### config.mk
export PLATFORM = sky130hd
export DESIGN_NAME = sar_search
export DESIGN_NICKNAME = d
export VERILOG_FILES = /design/src/rtl/sar_search.sv
export SDC_FILE = /design/constraint.sdc
export NUM_CORES = 1
export LEC_CHECK = 0
export CORE_MARGIN = 10
export CORE_UTILIZATION = 25
export DETAILED_ROUTE_END_ITERATION = 7
export HOLD_SLACK_MARGIN = 0.08
export PLACE_DENSITY_LB_ADDON = 0.15
export RECOVER_POWER = 100
export REMOVE_ABC_BUFFERS = 1
export SLEW_MARGIN = 25
export SYNTH_ARGS = -nofsm -noshare
export SYNTH_HDL_FRONTEND = slang
export SYNTH_SLANG_ARGS = --single-unit
### constraint.sdc
create_clock -name clk -period 1.4 [get_ports clk]
set_input_delay 0.14 -clock clk [delete_from_list [all_inputs] [get_ports clk]]
set_output_delay 0.14 -clock clk [all_outputs]
set_load 0.05 [all_outputs]
### src/rtl/sar_search.sv
// sar_search: recovers a signed N-bit target, MSB first, by probing an external less-than comparator.
module sar_search #(
  parameter int N = 32
) (
  input  logic         clk,
  input  logic         rst_n,
  input  logic         start_i,
  output logic         busy_o,
  output logic [N-1:0] probe_o,
  output logic         probe_valid_o,
  input  logic         resp_valid_i,
  input  logic         resp_lt_i,
  output logic [N-1:0] result_o,
  output logic         done_o
);
  typedef enum logic [1:0] {IDLE, PROBE, DONE} state_t;
  localparam logic [N-1:0] MSB = {1'b1, {(N-1){1'b0}}};
  state_t       state_q;
  logic [N-1:0] u_q, k_q, probe_q, result_q, u_d, trial_d;
  logic         busy_q, done_q, pv_q;
  // u is offset binary; flipping the MSB turns it into two's complement
  always_comb begin
    u_d     = resp_lt_i ? (u_q & ~k_q) : u_q;
    trial_d = u_d | (k_q >> 1);
  end
  always_ff @(posedge clk or negedge rst_n) begin
    if (!rst_n) begin
      state_q  <= IDLE;
      u_q      <= '0;
      k_q      <= '0;
      probe_q  <= '0;
      result_q <= '0;
      busy_q   <= 1'b0;
      done_q   <= 1'b0;
      pv_q     <= 1'b0;
    end else begin
      case (state_q)
        IDLE: if (start_i) begin
          state_q <= PROBE;
          u_q     <= MSB;
          k_q     <= MSB;
          probe_q <= '0;
          busy_q  <= 1'b1;
          pv_q    <= 1'b1;
        end
        PROBE: if (resp_valid_i) begin
          if (k_q[0]) begin
            state_q  <= DONE;
            result_q <= u_d ^ MSB;
            done_q   <= 1'b1;
            pv_q     <= 1'b0;
            probe_q  <= '0;
            u_q      <= '0;
            k_q      <= '0;
          end else begin
            u_q     <= trial_d;
            k_q     <= k_q >> 1;
            probe_q <= trial_d ^ MSB;
          end
        end
        default: begin
          state_q <= IDLE;
          done_q  <= 1'b0;
          busy_q  <= 1'b0;
        end
      endcase
    end
  end
  assign busy_o        = busy_q;
  assign probe_o       = probe_q;
  assign probe_valid_o = pv_q;
  assign result_o      = result_q;
  assign done_o        = done_q;
endmodule

==> summary.md, run 1 <==
| Metric | Value |
|---|---|
| TritonRoute pass-1 iters | 4 |
| Antenna-violating nets left | 0 |
| Total clock sinks | 102 |
| Clock Path Buffers | 2 |
| Reg clk slew, reported paths | 0.07 ns |
| Clock root buffer | clkbuf_16 |
| Worst slew pin tran | 0.535 ns |
| DR WL/cell | 16.3 um |
| Total via count in the routed design | 3,422 |
| Dominant cells by area after synthesis | dfrtp_1, nand2_1, buf_4, o21ai_0, o21ai_1 |
| Final cell count without fillers | 750 |
| Top-area cell type share of the netlist area | 0.576 |
| Vias/cell | 4.56 |
| Slew Limit Fails | 0 |
| Yosys top cell by area | dfrtp_1 |
| Die ar. | 23,500 sq um |
| Syn Inst Count | 472 |
| Total core area | 17,400 sq um |
| Initial antenna violation count | 0 |
| Max VDD drop | 0.000554 V |
| Clk Latency, worst-skew pair | 0.35 ns |
| Vias in the first global route | 3,619 |
| Fin. Hold Viols | 0 |
| Setup skew after layout | 0.00771 ns |
| DRC viols | 0 |
| Rel. slew slack | 0.643 |
| H-tree depth | 3 |
| Yosys cell types | 32 |
| Area delta synth->final | 20.2% |
| Ant diodes | 0 |
| IO buf count | 71 |
| Total grt overflow | 0 |
| Hold slack | 0.313 ns |
| Max-Cap Viols | 0 |
| Outcome | finished, final reports clean |
| Routability Congestion | 0.785 |
| CTS tree | done |
| Critical Path Fanout Max | 7 |
| Initial core utilization | 0.255 |
| Crit path capture type | flip-flop |
| Min-Delay Path Class | in2async |
| #FFs+latches synth | 102 |
| # placed instances | 731 |
| TritonCTS Buffers | 9 |
| Leakage | 2.61 nW |
| Setup-failing EPs final | 0 |
| Critical Path RT | 1.63 ns |
| Ys Warns | 0 |
| Mapped cell area | 4430 sq um |
| RSZ-0062 raised after global routing | true |
| Crit Path Class | reg2reg |
| Power Density | 1270 nW/um^2 |
| Detail Placement HPWL | 8000 um |
| FP Rows | 48 |
| Final WL | 12,200 um |
| Post-layout min period | 1.39 ns |
| Largest net degree at the start of global routing | 43 |
| All-Layer GR Usage | 0.103 |
| Fmax | 0.718 GHz |
| Crit path DAT | 1.63 ns |
| DIE WIDTH | 153 um |
| Total I/O pin count | 72 |
| Crit path launch type | flip-flop |
| Finished Cell Area | 5330 sq um |
| First-pass GRT wire length | 19,700 um |
| Syn_area_per_cell | 9.39 sq um |
| Initial drt markers | 199 |
| Nets@finish | 527 |
| Fraction of layout cells with a size suffix above 1 | 0.227 |
| Sequential share of the synthesized area | 0.576 |
| Die Ht | 153 um |
| Post-DP Area | 5950 sq um |
| Fin crit share | 0.994 |
## layer usage
| metal | global-route usage | vias up | routed length, um | part of all wire |
|---|---|---|---|---|
| li1 | - | 1660 | - | - |
| met1 | 0.124 | 1678 | 5660 | 0.46 |
| met2 | 0.165 | 73 | 5700 | 0.47 |
| met3 | 0.0421 | 11 | 654 | 0.054 |
| met4 | 0.0300 | 0 | 199 | 0.016 |
| met5 | 0 | - | 0 | 0 |
## path summary, 6_finish.rpt
kind	start	to	slack [ns]	depth (start not counted)
hold reg to reg	result_o[8]	result_o[8]	0.48	2
min in group clk	result_o[8]	result_o[8]	0.48	2
hold / removal	rst_n	u_q[11]	0.31	2
setup / recovery	state_q[0]	u_q[21]	0.008	3
max in group asynchronous	rst_n	state_q[0]	0.24	3
setup reg to reg	state_q[0]	u_q[21]	0.008	3
## report_power, final
group / leakage, nW / switching, mW / total, mW / internal, mW
combinational: 1.22 / 0.883 / 1.19 / 0.303
clock: 0.122 / 1.05 / 2.29 / 1.24
sequential: 1.27 / 0.133 / 3.27 / 3.13
## Yosys cell counts
library cell  number
a211oi_1           1
a21boi_0           1
a21o_1             1
a21oi_1            2
a221o_1            2
a311oi_1           1
and3_1             1
and4bb_1           1
buf_2             13
buf_4             33
buf_6              1
clkbuf_1          15
clkbuf_2           1
dfrtp_1          102
inv_1              4
inv_2              1
mux2_1             1
mux2_2             1
mux2i_2            1
nand2_1          153
nand2b_1           2
nand4b_1           1
nor2_1             2
nor2b_1            1
nor3b_1            1
nor3b_2            1
o211ai_1          29
o21ai_0           48
o21ai_1           48
o22a_1             1
o31ai_2            1
or3_4              1
## flip-flops by register name, indices dropped and copies added, names as in the netlist
name / flops
done_o: 1
k_q: 32
probe_o: 1
probe_valid_o: 1
busy_o: 1
u_q: 32
result_o: 32
state_q: 2
## metrics by stage
stage | power, mW | util | setup TNS (ns) | setup WS (ns)
4_1_cts | 7.35 | 0.359 | 0 | 0.00202
2_1_floorplan | 4.08 | - | -105.75 | -1.90
3_5_place_dp | 5.02 | 0.343 | -9.57 | -0.189
3_3_place_gp | 5.00 | 0.343 | -8.76 | -0.170
6_report | 6.74 | 0.307 | 0 | 0.00793
5_1_grt | 7.08 | 0.307 | -0.548 | -0.0465
## cells in the final DEF, fill, tap and decap left out, types with 7 or more instances in the layout
master and instances:
o211ai_1 29, o21ai_1 44, buf_4 14, dfrtp_1 99, buf_12 7, o21ai_0 52, clkbuf_2 69, nand2_1 151
clkbuf_16 10
## timing repair
action,CTS,global route
cloned,0,1
buffers inserted,1,2
endpoints found under the hold margin,102,0
pin swaps,0,1
hold buffers,1,0
gates resized for setup,1,14
setup endpoints to repair,68,53
## final cells by class
cell class                 instances  area [sq um]
timing repair buffer             102           723
clock buffer                      13           250
sequential                       102          2560
tap                              225           282
clock inverter                     1          7.51
multi-input combinational        302          1490
fill                            1803         12000
inverter                           5          18.8
## critical path, cell delays in order (launching register included)
cell	delay [ns]
dfrtp_2	0.47
mux2_2	0.38
and3_1	0.18
a221o_1	0.25
## cells by family (layout without fill, tap and decap cells)
logic type / after synthesis / in the layout / share of synthesized area
flip-flops: 102 / 102 / 0.576
AND/OR/NAND/NOR: 164 / 164 / 0.149
multiplexers: 3 / 3 / 0.00818
AO/OA/AOI/OAI: 135 / 135 / 0.176
buffers and inverters: 68 / 121 / 0.0912
No activity file was read; power rests on OpenSTA's default activity.
==> run 2: changes to the inputs <==
- CAP_MARGIN: default -> 5
==> results of run 2 <==
No change in the layout: final DEF, timing and power equal those of run 1.
